<file path="config.mk">
export PLATFORM = sky130hd
export DESIGN_NAME = seq_mult16
export DESIGN_NICKNAME = d
export VERILOG_FILES = /design/src/rtl/seq_mult16.sv
export SDC_FILE = /design/constraint.sdc
export NUM_CORES = 1
export LEC_CHECK = 0
export CELL_PAD_IN_SITES_DETAIL_PLACEMENT = 0
export CELL_PAD_IN_SITES_GLOBAL_PLACEMENT = 2
export CORE_MARGIN = 3
export CORE_UTILIZATION = 36
export CTS_CLUSTER_SIZE = 12
export DETAILED_ROUTE_END_ITERATION = 6
export GPL_TIMING_DRIVEN = 0
export HOLD_SLACK_MARGIN = 0.12
export PLACE_DENSITY_LB_ADDON = 0.12
export SYNTH_ARGS = -nofsm -noshare
export SYNTH_HDL_FRONTEND = slang
export SYNTH_SLANG_ARGS = --single-unit
</file>
<file path="constraint.sdc">
create_clock -name clk -period 5.1 [get_ports clk]
set_input_delay 0.765 -clock clk [delete_from_list [all_inputs] [get_ports clk]]
set_output_delay 0.765 -clock clk [all_outputs]
set_load 0.02 [all_outputs]
</file>
<file path="src/rtl/seq_mult16.sv">
// Sequential unsigned N x N -> 2N shift-add multiplier.
// Operands are latched on start, one multiplier bit is consumed per clock, and done flags a held result.
module seq_mult16 #(
   parameter int unsigned N = 16
) (
   input  logic           clk,
   input  logic           rst,
   input  logic           start,
   input  logic [N-1:0]   x1,
   input  logic [N-1:0]   x2,
   output logic [2*N-1:0] out,
   output logic           done
);

   localparam int unsigned CW = $clog2(N);

   typedef enum logic [1:0] {
      IDLE,
      CALC,
      DONE
   } state_t;

   state_t         state;
   state_t         state_next;
   logic [2*N-1:0] a;
   logic [2*N-1:0] acc;
   logic [2*N-1:0] acc_step;
   logic [N-1:0]   b;
   logic [CW-1:0]  cnt;
   logic           last;
   logic           load;

   always_ff @(posedge clk or posedge rst) begin
      if (rst) state <= IDLE;
      else     state <= state_next;
   end

   always_comb begin
      state_next = state;
      load       = 1'b0;
      acc_step   = b[0] ? acc + a : acc;
      last       = (cnt == CW'(N - 1));
      case (state)
         IDLE, DONE: begin
            if (start) begin
               state_next = CALC;
               load       = 1'b1;
            end
         end
         CALC: begin
            if (last) state_next = DONE;
         end
         default: state_next = IDLE;
      endcase
   end

   // out is only written on the final iteration, so it keeps the previous product during CALC.
   always_ff @(posedge clk or posedge rst) begin
      if (rst) begin
         a    <= '0;
         b    <= '0;
         acc  <= '0;
         cnt  <= '0;
         out  <= '0;
         done <= 1'b0;
      end else if (load) begin
         a    <= {{N{1'b0}}, x1};
         b    <= x2;
         acc  <= '0;
         cnt  <= '0;
         done <= 1'b0;
      end else if (state == CALC) begin
         acc <= acc_step;
         a   <= a << 1;
         b   <= b >> 1;
         cnt <= cnt + CW'(1);
         if (last) begin
            out  <= acc_step;
            done <= 1'b1;
         end
      end
   end

endmodule

</file>
======== After elaboration in Yosys (flattened, before gate mapping) ========
Index checks and enable logic that the tools add are counted.
storage, ports and cells
  output and inout bits ................... 33
  bits of input ports ..................... 35
  flip-flop bits (word level) ............. 119
  logic and storage cells ................. 39
operators by class
  bitwise gates (word level) .............. 1
  multiplexer cells ....................... 17
  equality and inequality tests ........... 5
  reductions and logical operators ........ 7
  $add $sub $neg .......................... 2
operators with widths
  cell                   number
  $mux W32               5
  $add A32 B32 Y32       1
  $mux W16               2
  $mux W4                2
  $mux W1                5
  $add A4 B1 Y4 const B  1
  $eq A4 B4 Y1 const B   1
  $mux W2                2
  $ne A2 B2 Y1 const B   2
  $pmux W2 S2            1
  $reduce_and A2 Y1      2
  $reduce_bool A2 Y1     2
  $reduce_and A3 Y1      1
  $eq A2 B1 Y1 const B   1
  $eq A2 B2 Y1 const B   1
  $logic_not A2 Y1       1
  $reduce_or A2 Y1       1
  $not A1 Y1             1

======== Logic depth before layout (Yosys ltp) ========
  depth in word-level cells ............... 5
  depth in mapped cells ................... 11
  gate-level depth less buffers ........... 11

======== Worst setup path after synthesis ========
No wires, ideal clock.
  kind .................................... reg2reg
  start ................................... reg a[0]
  end ..................................... reg out[30]
  arrival time ............................ 2489 ps
  stages on the path, launching flop included .. 12
  buffers on the path ..................... 0
  period minus slack after synthesis ...... 2614 ps
  setup time .............................. 125 ps
  required time ........................... 4975 ps
  setup slack ............................. 2486 ps
  path through ............................ dfrtp_1 ha_1 fa_1 a21oi_1 o211a_1 o21ai_2 o211a_1 o2111ai_1 o211ai_1 xnor2_1 o21ai_1 mux2_2
on the way
  cells in the longest elaborated chain, start to end .. 2
RTL lines
  item                    RTL line  text
  start, declared         25        logic [2*N-1:0] a;
  start signal, assigned  67        a <= {{N{1'b0}}, x1};
  start signal, assigned  74        a <= a << 1;
  $add A32 B32 Y32        41        acc_step = b[0] ? acc + a : acc;
  $mux W32                41
  end signal, assigned    78        out <= acc_step;
  end, declared           11        output logic [2*N-1:0] out,
No other way between the ends.
A chain may end at the register's enable or synchronous reset.

======== Final worst setup path ========
Same ends and word-level chain as after synthesis.

==> metrics.md <==
| Metric | Value |
|---|---|
| Mean Syn Cell Area | 9.54 um^2 |
| Die H | 140 um |
| Synth area leaders | dfrtp_1 46%, nand2_1 6.9%, ha_1 6.2%, a22o_1 3.5%, a22oi_1 3.5% |
| Worst Path Arrival | 3.29 ns |
| Hold Vio Cnt, Final | 0 |
| Count leader, synth | dfrtp_1 |
| Vias in the first global route | 5585 |
| Yosys warning count | 0 |
| EDFF count, synth | 0 |
| Setup violations, final | 0 |
| Worst flop-to-flop path startpoint | a[0] |
| Hold Buf Count CTS | 0 |
| Mapped Nets | 744 |
| Routed len/inst | 19.5 um |
| CTS root buffer | clkbuf_16 |
| RSZ-0062 raised after global routing | false |
| Unique masters post-synth | 54 |
| Part of the cycle the worst path needs | 0.583 |
| Post-synth top area share | 0.462 |
| Power Total | 6.06 mW |
| CP max FO | 4 |
| Antenna Nets Post-Route | 0 |
| Worst Setup End Kind | register |
| Max cap viols | 0 |
| Req. time, crit path | 5.41 ns |
| Detailed Routing Iterations Pass 1 | 4 |
| Layout area overhead | 25.5% |
| Gr usage total | 0.208 |
| Min-Delay Startpoint | out[21] |
| Synth async-reset ratio | 1.00 |
| Synthesized flop and latch total | 119 |
| Clock Sinks | 119 |
| Pre-CTS setup slack | 2.04 ns |
| CTS tree | done |
| Hold slack | 0.471 ns |
| Hold Crit Class | reg -> reg |
| Post-cts resize count | 0 |
| Critical path class | reg -> reg |
| Max_slew headroom | 0.333 |
| First-pass GRT wire length | 31400 um |
| Clock skew | 0.0126 ns |
| Initial Util | 0.370 |
| Ant diodes | 0 |
| Multi-input gate area | 3280 um^2 |
| Port-buffer cells | 67 |
| Dpl hpwl | 14100 um |
| Vias/cell | 5.37 |
| Maximum clock frequency | 337 MHz |
| Num CTS Buffers | 17 |
| Row count | 48 |
| Wirelength, routed | 19500 um |
| DR vias | 5367 |
| Seq/Total Area, Yosys | 0.462 |
| Gr ovfl total | 0 |
| Core Area | 17400 um^2 |
| Power Dens Cells | 750 nW/um^2 |
| Slack of the critical path | 2.13 ns |
| Outcome | finished clean |
| Top cell type by total area after synthesis | dfrtp_1 |
| Worst Tran Pin Value | 0.997 ns |
| H-tree depth | 4 |
| Register area | 2980 um^2 |
| Layout net count | 831 |
| Share of layout cells above drive strength 1 | 0.0658 |
| Min Tclk post-route | 2.97 ns |
| Max IR drop VDD | 299 uV |
| I/O pin count | 68 |
| Top cells by count, synth | 119 x dfrtp_1, 118 x nand2_1, 38 x a21oi_1, 35 x clkbuf_1, 32 x ha_1 |
| Post-Syn Instances | 676 |
| Util after Layout | 0.465 |
| Worst-path clk slew | 0.06 ns |
| DRC Markers | 0 |
| Worst Setup SP | a[0] |
| Drt first-iter violations | 312 |
| Postcts setup bufs | 0 |
| Mapped Area | 6450 um^2 |
| Pin count of the biggest net entering global routing | 78 |
| FILL cells | 1641 |
| Post-synth top flop | dfrtp_1 |
| Setup crit start kind | register |
| Clk buf depth | 2 |
| Routability Congestion | 0.899 |
| Clock latency on the worst-skew pair | 0.43 ns |
| Final Max Tran Viols | 0 |
| Die width | 140 um |
| Initial antenna violation count | 0 |
| Pleak | 3.74 nW |
| Die area | 19600 um^2 |
-- worst paths after layout --
path                           end  slack, ns  cells past startpoint
min in group asynchronous   cnt[2]       0.73                      2
max in group asynchronous  acc[14]       3.65                      3
hold reg to reg            out[21]       0.47                      2
hold / removal             out[21]       0.47                      2
setup / recovery           out[30]       2.13                     11
setup reg to reg           out[30]       2.13                     11
-- sequential cells by signal, summed over array words and instances, names as in the netlist --
name and cells:
done 1, acc 32, state 2, b 16, cnt 4, out 32, a 32
-- per-layer routing --
metal / up-vias / share of wire / global-route usage
li1: 2622 / - / -
met2: 101 / 0.48 / 0.335
met3: 14 / 0.041 / 0.0426
met4: 0 / 0.013 / 0.0525
met5: - / 0 / 0
met1: 2630 / 0.47 / 0.286
-- through the flow --
step           TNS [ns]  cell area [um^2]  instances
2_1_floorplan         0              6450        676
3_3_place_gp     -76.92              7400        968
3_5_place_dp          0              7430        969
4_1_cts               0              8090       1000
5_1_grt               0              8090       1000
6_report              0              8090       1000
-- worst max-delay path: stages, from the launching register on --
cell	delay [ns]
dfrtp_1	0.41
ha_1	0.24
fa_1	0.41
a21oi_1	0.24
o211a_1	0.21
o21ai_2	0.10
o211a_1	0.30
o2111ai_1	0.22
o211ai_1	0.13
xnor2_1	0.22
o21ai_1	0.09
mux2_2	0.28
-- layout by cell type, fill, tap and decap left out, types with 12 or more instances in the layout --
cell and n:
o21ai_1 30, xnor2_1 20, a22oi_1 30, nand3_1 25, nor2_1 29, clkdlybuf4s50_1 67, a21oi_1 38, dfrtp_1 119
nand2_1 118, mux2i_1 12, clkbuf_1 35, clkbuf_16 17, a22o_1 26, o21ai_0 31, ha_1 32, a21o_1 19
-- power breakdown --
part | internal [mW] | total, mW | switching (mW) | leakage [nW]
logic | 1.21 | 3.01 | 1.80 | 1.89
registers | 1.35 | 1.69 | 0.337 | 1.53
clock network | 0.885 | 1.36 | 0.478 | 0.318
total | 3.45 | 6.06 | 2.62 | 3.74
-- final cells by class --
| cell class | instances | area share |
|---|---|---|
| Buffer | 40 | 0.0190 |
| Clock buffer | 18 | 0.0543 |
| Clock inverter | 13 | 0.0271 |
| Inverter | 9 | 0.00479 |
| Multi-Input combinational cell | 508 | 0.406 |
| Sequential cell | 119 | 0.368 |
| Tap cell | 225 | 0.0348 |
| Timing Repair Buffer | 68 | 0.0863 |
-- kinds of logic after synthesis --
logic type,Yosys count,synth area share
mux,16,0.0266
simple gates,208,0.141
fa+ha+maj,33,0.0652
compound gates,220,0.234
buf+inv,49,0.0291
xor+xnor,31,0.0421
flops,119,0.462
(Power assumes the default switching activity.)
